--- src/rtl/vga_timing_pkg.sv ---
// Shared constants, types and helpers for the VGA raster timing generator.
package vga_timing_pkg;

   // 640x480@60 geometry, the default build
   localparam int DEF_H_ACTIVE = 640;
   localparam int DEF_H_FP     = 16;
   localparam int DEF_H_SYNC   = 96;
   localparam int DEF_H_BP     = 48;
   localparam int DEF_V_ACTIVE = 480;
   localparam int DEF_V_FP     = 10;
   localparam int DEF_V_SYNC   = 2;
   localparam int DEF_V_BP     = 33;

   // Reduced geometry (15 x 7) so a whole frame fits in a short simulation
   localparam int SIM_H_ACTIVE = 8;
   localparam int SIM_H_FP     = 2;
   localparam int SIM_H_SYNC   = 3;
   localparam int SIM_H_BP     = 2;
   localparam int SIM_V_ACTIVE = 4;
   localparam int SIM_V_FP     = 1;
   localparam int SIM_V_SYNC   = 1;
   localparam int SIM_V_BP     = 1;

   // Timing word carried down the latency pipeline. Fields mean "asserted";
   // sync polarity is applied only at the pins.
   typedef struct packed {
      logic hs;
      logic vs;
      logic de;
   } sync_word_t;

   localparam sync_word_t SYNC_IDLE = '{hs: 1'b0, vs: 1'b0, de: 1'b0};

   // Length of a line or frame from its four regions
   function automatic int total(input int a, input int b, input int c, input int d);
      return a + b + c + d;
   endfunction

endpackage

--- src/rtl/vga_delay_line.sv ---
// Fixed-depth shift register with async reset and synchronous flush.
// DEPTH=0 degenerates to a wire (flush still forces the idle value).
module vga_delay_line #(
   parameter int                WIDTH   = 3,
   parameter int                DEPTH   = 2,
   parameter logic [WIDTH-1:0]  RST_VAL = '0
) (
   input  logic              clk,
   input  logic              rst,
   input  logic              flush,
   input  logic [WIDTH-1:0]  d,
   output logic [WIDTH-1:0]  q
);

   if (DEPTH == 0) begin : g_pass
      logic unused_pass;
      assign unused_pass = clk ^ rst;
      assign q = flush ? RST_VAL : d;
   end else begin : g_shift
      logic [WIDTH-1:0] stage_q [DEPTH];
      logic [WIDTH-1:0] stage_d [DEPTH];

      // Next-state of every stage: shift by one, or load idle on flush
      always_comb begin
         stage_d[0] = flush ? RST_VAL : d;
         for (int i = 1; i < DEPTH; i++) begin
            stage_d[i] = flush ? RST_VAL : stage_q[i-1];
         end
      end

      // Stage registers
      always_ff @(posedge clk or posedge rst) begin
         if (rst) begin
            for (int i = 0; i < DEPTH; i++) begin
               stage_q[i] <= RST_VAL;
            end
         end else begin
            for (int i = 0; i < DEPTH; i++) begin
               stage_q[i] <= stage_d[i];
            end
         end
      end

      assign q = stage_q[DEPTH-1];
   end

endmodule

--- src/rtl/vga_timing_gen.sv ---
// Parametrised VGA raster timing generator with a latency-compensation
// pipeline so a pixel source taking PIPE_DLY cycles stays aligned with sync.
module vga_timing_gen
   import vga_timing_pkg::*;
#(
   parameter int   H_ACTIVE  = DEF_H_ACTIVE,
   parameter int   H_FP      = DEF_H_FP,
   parameter int   H_SYNC    = DEF_H_SYNC,
   parameter int   H_BP      = DEF_H_BP,
   parameter int   V_ACTIVE  = DEF_V_ACTIVE,
   parameter int   V_FP      = DEF_V_FP,
   parameter int   V_SYNC    = DEF_V_SYNC,
   parameter int   V_BP      = DEF_V_BP,
   parameter logic HSYNC_POL = 1'b0,
   parameter logic VSYNC_POL = 1'b0,
   parameter int   COLOR_W   = 8,
   parameter int   PIPE_DLY  = 2,
   localparam int  H_TOTAL   = total(H_ACTIVE, H_FP, H_SYNC, H_BP),
   localparam int  V_TOTAL   = total(V_ACTIVE, V_FP, V_SYNC, V_BP),
   localparam int  HW        = $clog2(H_TOTAL),
   localparam int  VW        = $clog2(V_TOTAL)
) (
   input  logic               VGA_CLK_IN,
   input  logic               VGA_RST_IN,
   input  logic               i_en,
   input  logic [COLOR_W-1:0] i_R,
   input  logic [COLOR_W-1:0] i_G,
   input  logic [COLOR_W-1:0] i_B,
   output logic               VGA_CLK_OUT,
   output logic [HW-1:0]      o_x,
   output logic [VW-1:0]      o_y,
   output logic               o_active,
   output logic               o_frame_start,
   output logic               o_line_start,
   output logic               o_hsync,
   output logic               o_vsync,
   output logic               o_de,
   output logic [COLOR_W-1:0] out_R,
   output logic [COLOR_W-1:0] out_G,
   output logic [COLOR_W-1:0] out_B
);

   if (PIPE_DLY < 0 || PIPE_DLY > 4 || H_ACTIVE <= 0 || H_FP <= 0 || H_SYNC <= 0 ||
       H_BP <= 0 || V_ACTIVE <= 0 || V_FP <= 0 || V_SYNC <= 0 || V_BP <= 0) begin : g_param_check
      $error("vga_timing_gen: PIPE_DLY must be 0..4 and every timing parameter non-zero");
   end

   localparam logic [HW-1:0] H_LAST     = HW'(H_TOTAL - 1);
   localparam logic [VW-1:0] V_LAST     = VW'(V_TOTAL - 1);
   localparam logic [HW-1:0] H_ACT_END  = HW'(H_ACTIVE);
   localparam logic [VW-1:0] V_ACT_END  = VW'(V_ACTIVE);
   localparam logic [HW-1:0] HS_START   = HW'(H_ACTIVE + H_FP);
   localparam logic [HW-1:0] HS_END     = HW'(H_ACTIVE + H_FP + H_SYNC);
   localparam logic [VW-1:0] VS_START   = VW'(V_ACTIVE + V_FP);
   localparam logic [VW-1:0] VS_END     = VW'(V_ACTIVE + V_FP + V_SYNC);

   logic               running_q, running_d;
   logic [HW-1:0]      h_q, h_d;
   logic [VW-1:0]      v_q, v_d;
   sync_word_t         raw_word;
   sync_word_t         dly_word;
   sync_word_t         out_word_q, out_word_d;
   logic [COLOR_W-1:0] r_q, r_d, g_q, g_d, b_q, b_d;

   // Raster position: any edge with i_en low parks at (0,0) so a restart
   // always begins a fresh frame; the first enabled edge only arms running.
   always_comb begin
      running_d = running_q;
      h_d       = h_q;
      v_d       = v_q;
      if (!i_en) begin
         running_d = 1'b0;
         h_d       = '0;
         v_d       = '0;
      end else if (!running_q) begin
         running_d = 1'b1;
         h_d       = '0;
         v_d       = '0;
      end else if (h_q == H_LAST) begin
         h_d = '0;
         v_d = (v_q == V_LAST) ? '0 : v_q + 1'b1;
      end else begin
         h_d = h_q + 1'b1;
      end
   end

   // Counter and run-state registers
   always_ff @(posedge VGA_CLK_IN or posedge VGA_RST_IN) begin
      if (VGA_RST_IN) begin
         running_q <= 1'b0;
         h_q       <= '0;
         v_q       <= '0;
      end else begin
         running_q <= running_d;
         h_q       <= h_d;
         v_q       <= v_d;
      end
   end

   // Stage-0 timing word decoded straight from the counters
   always_comb begin
      raw_word = SYNC_IDLE;
      if (running_q) begin
         raw_word.hs = (h_q >= HS_START) && (h_q < HS_END);
         raw_word.vs = (v_q >= VS_START) && (v_q < VS_END);
         raw_word.de = (h_q < H_ACT_END) && (v_q < V_ACT_END);
      end
   end

   vga_delay_line #(
      .WIDTH   ($bits(sync_word_t)),
      .DEPTH   (PIPE_DLY),
      .RST_VAL (SYNC_IDLE)
   ) u_delay (
      .clk   (VGA_CLK_IN),
      .rst   (VGA_RST_IN),
      .flush (~i_en),
      .d     (raw_word),
      .q     (dly_word)
   );

   // Output stage: pair the delayed timing word with the colour that the
   // pixel source returns for that same position, blanking outside de.
   always_comb begin
      out_word_d = SYNC_IDLE;
      r_d        = '0;
      g_d        = '0;
      b_d        = '0;
      if (i_en) begin
         out_word_d = dly_word;
         if (dly_word.de) begin
            r_d = i_R;
            g_d = i_G;
            b_d = i_B;
         end
      end
   end

   // Output registers
   always_ff @(posedge VGA_CLK_IN or posedge VGA_RST_IN) begin
      if (VGA_RST_IN) begin
         out_word_q <= SYNC_IDLE;
         r_q        <= '0;
         g_q        <= '0;
         b_q        <= '0;
      end else begin
         out_word_q <= out_word_d;
         r_q        <= r_d;
         g_q        <= g_d;
         b_q        <= b_d;
      end
   end

   assign VGA_CLK_OUT   = VGA_CLK_IN;
   assign o_x           = h_q;
   assign o_y           = v_q;
   assign o_active      = running_q && (h_q < H_ACT_END) && (v_q < V_ACT_END);
   assign o_line_start  = running_q && (h_q == '0);
   assign o_frame_start = running_q && (h_q == '0) && (v_q == '0);
   assign o_hsync       = out_word_q.hs ? HSYNC_POL : ~HSYNC_POL;
   assign o_vsync       = out_word_q.vs ? VSYNC_POL : ~VSYNC_POL;
   assign o_de          = out_word_q.de;
   assign out_R         = r_q;
   assign out_G         = g_q;
   assign out_B         = b_q;

endmodule

--- config.mk ---
export PLATFORM = sky130hd
export DESIGN_NAME = vga_timing_gen
export DESIGN_NICKNAME = d
export VERILOG_FILES = /design/src/rtl/vga_timing_pkg.sv /design/src/rtl/vga_delay_line.sv /design/src/rtl/vga_timing_gen.sv
export SDC_FILE = /design/constraint.sdc
export NUM_CORES = 1
export LEC_CHECK = 0
export CORE_AREA = 10 10 93 95
export CTS_CLUSTER_DIAMETER = 150
export DETAILED_ROUTE_END_ITERATION = 10
export DIE_AREA = 0 0 103 105
export PLACE_DENSITY = 0.76
export SLEW_MARGIN = 5
export SYNTH_ARGS = -nofsm -noshare
export SYNTH_HDL_FRONTEND = slang
export SYNTH_SLANG_ARGS = --single-unit
--- constraint.sdc ---
create_clock -name VGA_CLK_IN -period 1.7 [get_ports VGA_CLK_IN]
set_input_delay 0.425 -clock VGA_CLK_IN [delete_from_list [all_inputs] [get_ports VGA_CLK_IN]]
set_output_delay 0.425 -clock VGA_CLK_IN [all_outputs]
set_load 0.1 [all_outputs]
==> results.txt <==
The proportion of register bits with asynchronous set or reset after synthesis came out at 100%. The leakage power is 0.00190 uW. The maximum clock frequency is 444 MHz. The worst register-to-register path ends at o_y[5]$_DFFE_PP0P_. The checks that failed: setup timing. The share of post-route cells with drive strength above 1 came out at 45.7%. Port buffering added 77 buffers. The area of the core is 6760 um^2.

The worst path setup slack after routing came out at -0.553 ns. The highest cell delay on the worst timing path came out at 0.42 ns. The number of buffers and inverters on the critical path is 1. The final cycle utilization of the critical path is 133%. The internal power summed over all cells came out at 1960 uW. The critical path is of the flip-flop to primary output type.

Setup repair after global routing could not meet its margin everywhere. The placed wire-length estimate after detailed placement is 4900 um. The clock skew came out at 0.00319 ns. The type of the worst min-delay path is input pin to async pin. The portion of total power attributed to sequential cells came out at 46.3%. The worst setup path is captured at a primary output.

The worst hold slack came out at 0.410 ns. For this run, the leading register cell type out of synthesis is dfrtp_1. The final-stage net count is 355. The height of the chip came out at 105 um. The flow ran to the end, but the final reports show violations.

The count of standard-cell rows is 30. The first routing iteration left 53 violations. The sum of routed wire length over all layers came out at 6890 um. The post-synthesis net count came out at 245.

The max-slew violation count is 0. The area of the die came out at 10800 um^2. The signed area change from the synthesized netlist to the final layout is 84.5%.

The length of the first detailed-routing pass in iterations came out at 4. The clock period minus final worst setup slack came out at 2.25 ns. Counting flops and latches in the post-synthesis netlist gives 54. The initial core utilization came out at 34.3%.

The synthesized design spends more area on one cell type than any other, namely dfrtp_1. The synthesized area came out at 2310 um^2. The part of the Yosys area used for sequential elements is 58.4%. The transition at the pin with the smallest max-transition slack came out at 0.568 ns. The critical path arrival is 1.83 ns. The repair_antennas step left the layout with diodes totalling 0. The global-route total usage across every layer came out at 12.5%. The fraction of synthesized cell area taken by the top area cell type is 58.4%. The worst setup path is launched from a flip-flop. The number of antenna violations at the first check in global routing came out at 0. Global routing finished with a remaining overflow of 0.

The number of cells on the worst reg-to-reg path came out at 6. The beginning of the worst register-to-register path is o_x[7]$_DFF_PP0_. The placer congestion estimate came out at 0.842. The number of enable flip-flop cells after synthesis came out at 0. The distinct cell type count of the synthesized netlist came out at 34. In the post-synthesis netlist, the biggest area contributors are dfrtp_1 (58%), and3_1 (7.8%), ha_1 (2.7%), nand3_1 (2.6%), and2_1 (2.4%). The clock tree from TritonCTS is done.

The number of global-route vias before repair is 2066. The final non-filler cell total is 404. The number of placed instances, taps included, is 385. Across the VDD grid, the largest voltage drop is 0.670 mV. Combinational logic burns 13.1% of the power.

The remaining design rule violation count is 0. 78 I/O pins were placed. The fraction of power spent switching nets is 31.0%.

The number of endpoints failing setup at the final stage came out at 4. Broken down by cell family, the worst path's largest delay share belongs to simple AND/OR/NAND/NOR gates. In the routed layout, each cell is associated on average with a via count of 5.05.

The overall power is 2840 uW. The share of power burned in the clock network is 40.6%. The required time reported for the critical path endpoint is 1.27 ns. The routed length per placed instance came out at 17.1 um. The overall via count from detail_route is 2040. The number of max-cap violations is 0. The die is 103 um wide. After synthesis, the mean cell area works out to 10.9 um^2. During synthesis, Yosys emitted a total of 0 warnings.

For this design, the slowest cell found on the critical path is dfrtp_2. The share of the core filled with cells in the final layout came out at 63.2%. The number of hold violations in the final report is 0. After clock tree synthesis, the clock-pin slew on the worst setup and hold paths is 0.09 ns. The largest fanout on the critical path is 2. The worst slew slack as a fraction of its limit came out at 62.1%. The setup check on the worst reg-to-reg path leaves a slack of -0.01 ns.

The maximum number of pins on one net before global-route repair came out at 55. The count of nets left with antenna violations once routing finished came out at 0. The number of hold-repair buffers added at the cts stage came out at 0. The power per cell area is 664 nW/um^2. The power spent charging and discharging nets is 879 uW. The count of mapped cells out of synthesis came out at 213.

The critical path goes through nor4_2, nand2_1, nor4_4, and4_4, buf_12. For the worst-skew pair, the clock arrives at the later sink with an insertion delay of 0.41 ns. The wire length of the first global-routing pass is 10600 um.
-- sequential cells by signal, indices dropped and copies added (netlist names) --
register	flops
out_word_q	2
u_delay.q	3
o_y	10
u_delay.g_shift.stage_q	3
running_q	1
out_G	8
out_B	8
o_de	1
o_x	10
out_R	8
-- layout by cell type (no fill, tap or decap), types with 8 or more instances in the layout --
| cell type | netlist | final |
|---|---|---|
| buf_12 | 0 | 51 |
| dfrtp_1 | 54 | 34 |
| buf_4 | 1 | 31 |
| and3_1 | 29 | 28 |
| clkdlybuf4s50_1 | 0 | 26 |
| dfrtp_2 | 0 | 20 |
| nor2_1 | 13 | 13 |
| nand2_1 | 13 | 10 |
| and2_1 | 9 | 9 |
| buf_6 | 2 | 8 |
-- repair_timing --
action / 4_1_cts / 5_1_grt
gates resized for setup: 10 / 9
setup buffers: 3 / 10
endpoints found under the setup margin: 7 / 12
pin swaps: 4 / 6
-- worst max-delay path by stage --
stage	startpoint	to	slack [ns]	depth (start not counted)
CTS	o_x[9]$_DFF_PP0_	o_frame_start	-0.58	5
floorplan	o_x[9]$_DFF_PP0_	o_frame_start	-1.43	4
global placement	VGA_CLK_IN	VGA_CLK_OUT	-0.51	1
global route	o_x[9]$_DFF_PP0_	o_frame_start	-0.64	5
finish	o_x[9]$_DFF_PP0_	o_frame_start	-0.55	5
detailed placement	VGA_CLK_IN	VGA_CLK_OUT	-0.51	1
-- power groups by stage --
stage / Combinational [uW] / Sequential, uW / Clock [uW]
final: 373 / 1310 / 1150
after global routing: 394 / 1320 / 1250
after CTS: 372 / 1310 / 1240
after detailed placement: 370 / 1340 / 231
after global placement: 363 / 1340 / 231
after floorplan: 105 / 1420 / 222
-- tightest hold or removal path: stages --
cell,delay [ns]
clkdlybuf4s50_1,0.44
clkinvlp_4,0.09
buf_12,0.26
-- layer usage --
layer / track usage, % / part of all wire, % / vias to the layer above
met5: 0 / 0 / -
met4: 4.97 / 1.7 / 0
met3: 5.60 / 7.9 / 10
met2: 19.5 / 48 / 72
met1: 14.6 / 42 / 1007
li1: - / - / 951
-- stage by stage --
step,cell area (um^2),setup TNS [ns],worst slack [ns]
6_report,4270,-1.30,-0.553
5_1_grt,4270,-1.72,-0.643
4_1_cts,4200,-1.36,-0.579
3_5_place_dp,4020,-1.72,-0.515
3_3_place_gp,4020,-1.09,-0.515
2_1_floorplan,2520,-3.43,-1.43
-- synthesized netlist by cell type, drive strengths merged (2+ instances only) --
library cell,instances
a21oi,2
o211ai,3
nand4,3
xnor2,6
a31oi,6
nor2,13
nand3,12
inv,10
xor2,4
dfrtp,54
ha,5
nor3,6
nand2,13
buf,10
o41ai,2
and3,29
o21ai,6
nor4,3
and2,9
and4,3
clkbuf,6
-- final cells by class --
type                       instances  area, um^2
clock buffer                       9         125
clock inverter                     2        13.8
tap                               80         100
inverter                          10        41.3
multi-input combinational        133        1010
fill                             506        2480
timing repair buffer             116        1600
sequential                        54        1380
-- kinds of logic (layout without fill, tap and decap cells) --
family                     count (synthesis)  count (layout)  synth area share (%)
xor gates and xnor gates                  10              10                  3.78
adders and majority gates                  5               5                  2.70
AOI/OAI and AO/OA                         20              20                  5.46
buffers and inverters                     26             137                  5.46
and+or+nand+nor                           98              98                  24.2
DFF                                       54              54                  58.4
(Power assumes the default switching activity.)
